`config.mk`:
```
export PLATFORM = sky130hd
export DESIGN_NAME = opb_register_ppc2fabric
export DESIGN_NICKNAME = d
export VERILOG_FILES = /design/src/rtl/opb_register_ppc2fabric.sv
export SDC_FILE = /design/constraint.sdc
export NUM_CORES = 1
export LEC_CHECK = 0
export ABC_AREA = 0
export BUFFER_PORTS_ARGS = -buffer_cell sky130_fd_sc_hd__buf_2
export CAP_MARGIN = 20
export CORE_MARGIN = 2
export CORE_UTILIZATION = 47
export CTS_CLUSTER_SIZE = 8
export DETAILED_ROUTE_END_ITERATION = 10
export GPL_ROUTABILITY_DRIVEN = 0
export GPL_TIMING_DRIVEN = 1
export PLACE_DENSITY = 0.92
export SLEW_MARGIN = 15
export SYNTH_ARGS = -nofsm -noshare
export SYNTH_HDL_FRONTEND = slang
export SYNTH_SLANG_ARGS = --single-unit
```
`constraint.sdc`:
```
create_clock -name OPB_Clk -period 2.1 [get_ports OPB_Clk]
set_input_delay 0.42 -clock OPB_Clk [delete_from_list [all_inputs] [get_ports OPB_Clk]]
set_output_delay 0.42 -clock OPB_Clk [all_outputs]
set_load 0.01 [all_outputs]
```
`src/rtl/opb_register_ppc2fabric.sv`:
```
// -----------------------------------------------------------------------------
// opb_register_ppc2fabric
//   OPB slave holding a 32-bit control word written by the PowerPC and
//   presented to fabric logic on user_data_out, with a one-cycle
//   user_data_valid pulse on every byte-enabled write of DATA.
//
//   Register map (word offset = OPB_ABus[28:29]):
//     0x0 DATA   read/write, byte-enabled writes
//     0x4 WCOUNT read-only count of committed DATA writes (wraps)
//     other in-window offsets: acknowledged, read 0, writes ignored
//
//   Build option: define OPB_PPC2FABRIC_READBACK_EN to enable read-back of
//   DATA and WCOUNT. Without it every read returns 0 (still acknowledged)
//   and the WCOUNT counter is not built.
//
//   Transfer timing: a hit is captured at edge N while IDLE, the ACK state
//   is entered at edge N+1 (write commit, read data registered), and the
//   acknowledge drops at edge N+2. OPB_select is ignored while in ACK.
// -----------------------------------------------------------------------------
module opb_register_ppc2fabric #(
   parameter logic [31:0] C_BASEADDR   = 32'h0000_0000,
   parameter logic [31:0] C_HIGHADDR   = 32'h0000_00FF,
   parameter int          C_OPB_AWIDTH = 32,
   parameter int          C_OPB_DWIDTH = 32,
   parameter logic [31:0] C_INIT_VALUE = 32'h0000_0000
) (
   input  logic        OPB_Clk,
   input  logic        OPB_Rst_n,
   input  logic [0:31] OPB_ABus,
   input  logic [0:3]  OPB_BE,
   input  logic [0:31] OPB_DBus,
   input  logic        OPB_RNW,
   input  logic        OPB_select,
   input  logic        OPB_seqAddr,
   output logic [0:31] Sl_DBus,
   output logic        Sl_xferAck,
   output logic        Sl_errAck,
   output logic        Sl_retry,
   output logic        Sl_toutSup,
   output logic [31:0] user_data_out,
   output logic        user_data_valid
);

   typedef enum logic {
      IDLE = 1'b0,
      ACK  = 1'b1
   } state_e;

   localparam logic [1:0] OFF_DATA   = 2'd0;
   localparam logic [1:0] OFF_WCOUNT = 2'd1;

   state_e      state_q, state_d;
   logic        req_pend_q, req_pend_d;    // captured hit waiting for ACK
   logic        req_rnw_q, req_rnw_d;
   logic [1:0]  req_off_q, req_off_d;
   logic [3:0]  req_be_q, req_be_d;        // bit 3 qualifies data bits 31:24
   logic [31:0] req_data_q, req_data_d;
   logic [31:0] data_q, data_d;
   logic        valid_q, valid_d;
   logic [31:0] rdata_q, rdata_d;
   logic [31:0] merged_data;
   logic [31:0] read_word;
   logic        hit;

   // Hit test as an offset compare so a zero base address needs no
   // always-true comparison.
   assign hit = OPB_select &&
                ((OPB_ABus - C_BASEADDR) <= (C_HIGHADDR - C_BASEADDR));

   // Byte merge of the captured write into DATA; OPB bit i lands on bit 31-i,
   // which the plain vector copies of OPB_DBus/OPB_BE already give.
   always_comb begin
      merged_data = data_q;
      for (int j = 0; j < 4; j++) begin
         if (req_be_q[j]) merged_data[8*j +: 8] = req_data_q[8*j +: 8];
      end
   end

`ifdef OPB_PPC2FABRIC_READBACK_EN
   logic [31:0] wcount_q, wcount_d;

   // Read mux over the pre-commit register values.
   always_comb begin
      case (req_off_q)
         OFF_DATA:   read_word = data_q;
         OFF_WCOUNT: read_word = wcount_q;
         default:    read_word = 32'h0;
      endcase
   end

   // Committed-write counter, wrapping naturally at 32 bits.
   always_comb begin
      wcount_d = wcount_q;
      if (state_q == IDLE && req_pend_q && !req_rnw_q &&
          req_off_q == OFF_DATA && req_be_q != 4'b0000) begin
         wcount_d = wcount_q + 32'd1;
      end
   end

   // Counter register.
   always_ff @(posedge OPB_Clk or negedge OPB_Rst_n) begin
      if (!OPB_Rst_n) wcount_q <= 32'h0;
      else            wcount_q <= wcount_d;
   end
`else
   // Read-back disabled: reads are acknowledged but always return zero.
   assign read_word = 32'h0;
`endif

   // Next-state and transfer decode for the IDLE/ACK handshake.
   // NOTE: every signal gets a default first so no path leaves a latch.
   always_comb begin
      state_d    = state_q;
      req_pend_d = req_pend_q;
      req_rnw_d  = req_rnw_q;
      req_off_d  = req_off_q;
      req_be_d   = req_be_q;
      req_data_d = req_data_q;
      data_d     = data_q;
      valid_d    = 1'b0;
      rdata_d    = 32'h0;
      case (state_q)
         IDLE: begin
            if (!req_pend_q) begin
               req_pend_d = hit;
               req_rnw_d  = OPB_RNW;
               req_off_d  = OPB_ABus[28:29];
               req_be_d   = OPB_BE;
               req_data_d = OPB_DBus;
            end else begin
               req_pend_d = 1'b0;
               state_d    = ACK;
               if (req_rnw_q) begin
                  rdata_d = read_word;
               end else if (req_off_q == OFF_DATA && req_be_q != 4'b0000) begin
                  data_d  = merged_data;
                  valid_d = 1'b1;
               end
            end
         end
         ACK: begin
            state_d = IDLE;
         end
         default: begin
            state_d = IDLE;
         end
      endcase
   end

   // State, request capture and output registers.
   // NOTE: sequential state uses non-blocking assignments only, so every
   // register samples the pre-edge values computed above.
   always_ff @(posedge OPB_Clk or negedge OPB_Rst_n) begin
      if (!OPB_Rst_n) begin
         state_q    <= IDLE;
         req_pend_q <= 1'b0;
         req_rnw_q  <= 1'b0;
         req_off_q  <= 2'd0;
         req_be_q   <= 4'b0000;
         req_data_q <= 32'h0;
         data_q     <= C_INIT_VALUE;
         valid_q    <= 1'b0;
         rdata_q    <= 32'h0;
      end else begin
         state_q    <= state_d;
         req_pend_q <= req_pend_d;
         req_rnw_q  <= req_rnw_d;
         req_off_q  <= req_off_d;
         req_be_q   <= req_be_d;
         req_data_q <= req_data_d;
         data_q     <= data_d;
         valid_q    <= valid_d;
         rdata_q    <= rdata_d;
      end
   end

   assign Sl_xferAck      = (state_q == ACK);
   assign Sl_DBus         = rdata_q;
   assign Sl_errAck       = 1'b0;
   assign Sl_retry        = 1'b0;
   assign Sl_toutSup      = 1'b0;
   assign user_data_out   = data_q;
   assign user_data_valid = valid_q;

   // Sequential-address hint and bus-width parameters carry no behaviour here.
   logic unused_inputs;
   assign unused_inputs = OPB_seqAddr ^ (C_OPB_AWIDTH != 32) ^ (C_OPB_DWIDTH != 32);

endmodule
```
* Word-level counts from Yosys, hierarchy flattened
Index checks and enable logic that the tools add are counted.
W data, S select, Z words.
** Operators by class
- $add $sub $neg :: 0
- Multipliers :: 0
- Divide/modulo/power cells :: 0
- Magnitude comparators :: 1
- Eq/ne operators :: 0
- Shift-type cells :: 0
- Multiplexer cells :: 7
- Bitwise logic cells :: 3
- Reduce and logical (&&, ||, !) cells :: 9
** Operator list (number)
- $le A32 B8 Y1 const B :: 1
- $reduce_and A5 Y1 :: 4
- $mux W1 :: 6
- $reduce_bool A4 Y1 :: 1
- $not A1 Y1 :: 3
- $logic_and A1 B1 Y1 :: 2
- $logic_not A2 Y1 :: 1
- $pmux W1 S2 :: 1
- $reduce_and A2 Y1 :: 1
** Storage, ports and cells
- Register bits :: 74
- Bits in latches :: 0
- Memory bits (writable) :: 0
- Memory bits (read-only) :: 0
- Input port bits :: 73
- Output and inout bits :: 69
- Logic and storage cells :: 31
- Memories :: 0

* Depth between registers and ports, before layout
- Word-level depth :: 6
- Gate-level depth with buffers :: 4
- Depth with buffers taken out :: 3

* Least setup slack after synthesis
OpenSTA, ideal clock, no wires.
- Kind :: reg2reg
- From :: register state_q (netlist: Sl_xferAck)
- To :: register data_q[0] (netlist: user_data_out[0])
- Library setup time :: 0.125 ns
- Arrival :: 1.430 ns
- Required time :: 1.975 ns
- Path slack :: 0.545 ns
- Cell stages (with the launch flop) :: 4
- Path buffers :: 0
- Period minus slack after synthesis :: 1.555 ns
- Cell sequence :: dfrtp_1 nor4b_4 nand3b_2 mux2_2
** Between the ends
- Word-level cells in the longest chain between the ends :: 2
** Ends and longest elaborated chain
- start, declared :: line 52 : state_e state_q, state_d;
- start signal, assigned :: line 165 : state_q <= state_d;
- $not A1 Y1 (no source line)
- $reduce_and A5 Y1 (no source line)
- end signal, assigned :: line 171 : data_q <= data_d;
- end, declared :: line 58 : logic [31:0] data_q, data_d;
Every way passes these cells.
A chain may end at the register's enable or synchronous reset.

* Final worst setup path
- From :: register state_q (netlist: Sl_xferAck)
- To :: register data_q[10] (netlist: user_data_out[10])
Same word-level chain as after synthesis.

==> impl_metrics.ini <==
[floorplanning]
num_rows = 29
start_util_pct = 48.79
io_pins = 142
dieWidth_um = 85.19
core_um2 = 6350
die_h_um = 85.19
die_area_um2 = 7256

[sta]
final_max_slew_viol_count = 0
fmax_ghz = 0.5713
final.min_clock_period_ns = 1.750
finalHoldViolCount = 0
rsz0062_at_grt = false
worst_clock_skew_ns = 0.008845
period_share_pct = 83.35
fin_tns_setup_ns = 0
hold_ws_ns = 0.01518
finalSetupViolations = 0

[power]
ir_worst_vdd_mv = 0.4369
leakage_nw = 2.059
p_per_area_nw_per_um2 = 760.4

[critical_path]
slowest_stage = nor4b_4
crit_fanout = 8
crit_path_end_kind = flop
path_class = flop to flop
crit_chain = nor4b_4 -> nand3b_2 -> mux2_2
worstSetupStartpointType = flop
arrival_ns = 1.96
slowest_delay_ns = 0.50
cp_data_required_time_ns = 2.31

[cts]
cts_inserted_buffers = 9
htreeDepth = 3
ctsLongestPathBuffers = 2
postCtsResizedCells = 0
clock_latency_ns = 0.33
post-cts-setup-buffers = 0
cts_tree = done
clkSlewWorstSetupHoldPaths_ns = 0.08
clkSinkCount = 74
root_buffer = clkbuf_8
cts_hold_buf = 0

[logic_synthesis]
synthCells = 205
synthDistinctLibCells = 17
synthTopCellsByArea = dfrtp_1, mux2_2, buf_4
yosysTopAreaCell = dfrtp_1
avgSynthCellArea_um2 = 15.11
synth-seq-cells = 74
syn-cell-area_um2 = 3098
synth_flop_cell = dfrtp_1
async_reset_ff_share_pct = 100.0
synth_top_area_share_pct = 59.77
yosysMostFrequentCell = dfrtp_1
yosysSeqAreaShare_pct = 59.77
ys_top_cells_by_count = dfrtp_1, mux2_2, buf_4
synth-edff-count = 0
ys.warnings.count = 0

[route]
postRouteAntennaNets = 0
initialDrtViolationCount = 47
num_vias = 1893
drc_errors = 0
drt_wl_total_mm = 5.498
avgViaCountPerCell = 4.805
drtPass1Iterations = 4
drt-wirelength-per-cell_um = 13.95

[job]
cap_viol_max_count = 0

[cells_and_area]
layout-drive-gt1-share_pct = 61.51
num-nets-final = 385
syn_to_final_growth_pct = 23.38
antennaDiodeCount = 0

[global_route]
busiest_layer = met2
overflow = 0
grt_pass1_vias = 1979
grt_util_met2_pct = 27.56
grt_pass1_wl_mm = 9.121
use_met1_pct = 19.72
track_usage_pct = 16.19
grt_max_degree = 43
antenna_found_initial = 0
gr-usage-met3_pct = 3.988

[run_status]
outcome = finished, final reports clean

[placed_design]
io_buffers = 99
post-dp-hpwl_mm = 4.027

[min_path]
hold_path_class = input pin to asynchronous set/reset pin
-- metrics by stage --
| stage | util [%] | setup WS, ns | power (mW) | area, um2 | instances |
|---|---|---|---|---|---|
| 6_report | 60.20 | 0.3496 | 2.907 | 3822 | 394 |
| 5_1_grt | 60.20 | 0.1533 | 3.045 | 3822 | 394 |
| 3_3_place_gp | 56.45 | 0.3325 | 1.665 | 3585 | 378 |
| 3_5_place_dp | 56.45 | 0.3082 | 1.677 | 3585 | 378 |
| 4_1_cts | 60.20 | 0.3078 | 2.944 | 3822 | 394 |
| 2_1_floorplan | - | 0.5451 | 1.620 | 3226 | 239 |
-- state kept, by name (all words and copies together) (netlist names) --
register         count
Sl_xferAck           1
req_be_q             4
req_data_q          32
req_off_q            2
req_pend_q           1
req_rnw_q            1
user_data_out       32
user_data_valid      1
-- power breakdown --
group	leakage, nW	total [mW]	switching (mW)	internal, mW
clock	0.119	1.26	0.496	0.765
sequential	0.944	1.48	0.0221	1.46
combinational	0.997	0.161	0.0830	0.0781
-- cells in the final DEF (no fill, tap or decap) --
| cell | count |
|---|---|
| and2b_2 | 1 |
| buf_12 | 2 |
| buf_2 | 98 |
| buf_4 | 1 |
| bufinv_16 | 2 |
| clkbuf_8 | 12 |
| clkinv_2 | 1 |
| clkinvlp_4 | 1 |
| conb_1 | 35 |
| dfrtp_1 | 74 |
| mux2_2 | 71 |
| nand2_1 | 1 |
| nand3_1 | 1 |
| nand3b_2 | 4 |
| nand4_1 | 1 |
| nor2_4 | 1 |
| nor3_1 | 1 |
| nor3b_1 | 1 |
| nor4_1 | 6 |
| nor4b_1 | 1 |
| nor4b_4 | 1 |
| o21ai_0 | 1 |
-- final cells by class --
| cell class | count | area, um2 |
|---|---|---|
| clock buffers | 12 | 165.2 |
| clock inverters | 4 | 72.57 |
| fillers | 519 | 2527 |
| multi-input cells | 126 | 1099 |
| flip-flops and latches | 74 | 1852 |
| well taps | 77 | 96.34 |
| repair buffers | 101 | 538.0 |
-- critical path, delay by kind of cell, from the launching register on --
kind / cells / cell delay (ns)
DFF: 1 / 0.48
muxes: 1 / 0.34
and+or+nand+nor: 2 / 0.81
-- routing by layer --
layer | vias up | wire length, um
li1 | 865 | -
met1 | 934 | 2131
met2 | 83 | 2909
met3 | 11 | 353
met4 | 0 | 104
met5 | - | 0
-- final timing paths --
check | from | cells after the start | to | slack [ns]
setup reg to reg | Sl_xferAck | 3 | user_data_out[10] | 0.35
hold reg to reg | user_data_out[9] | 1 | user_data_out[9] | 0.50
min in group OPB_Clk | OPB_BE[2] | 2 | req_be_q[1] | 0.32
hold / removal | OPB_Rst_n | 1 | req_data_q[5] | 0.02
max in group asynchronous | OPB_Rst_n | 2 | user_data_out[20] | 1.49
setup / recovery | Sl_xferAck | 3 | user_data_out[10] | 0.35
-- logic make-up after synthesis --
logic type             share of synthesized area [%]
AO/OA/AOI/OAI                                 0.1614
buffers and inverters                          9.128
other                                         0.1210
AND/OR/NAND/NOR                                5.008
flip-flops                                     59.77
multiplexers                                   25.81
No activity file was read; power rests on OpenSTA's default activity.
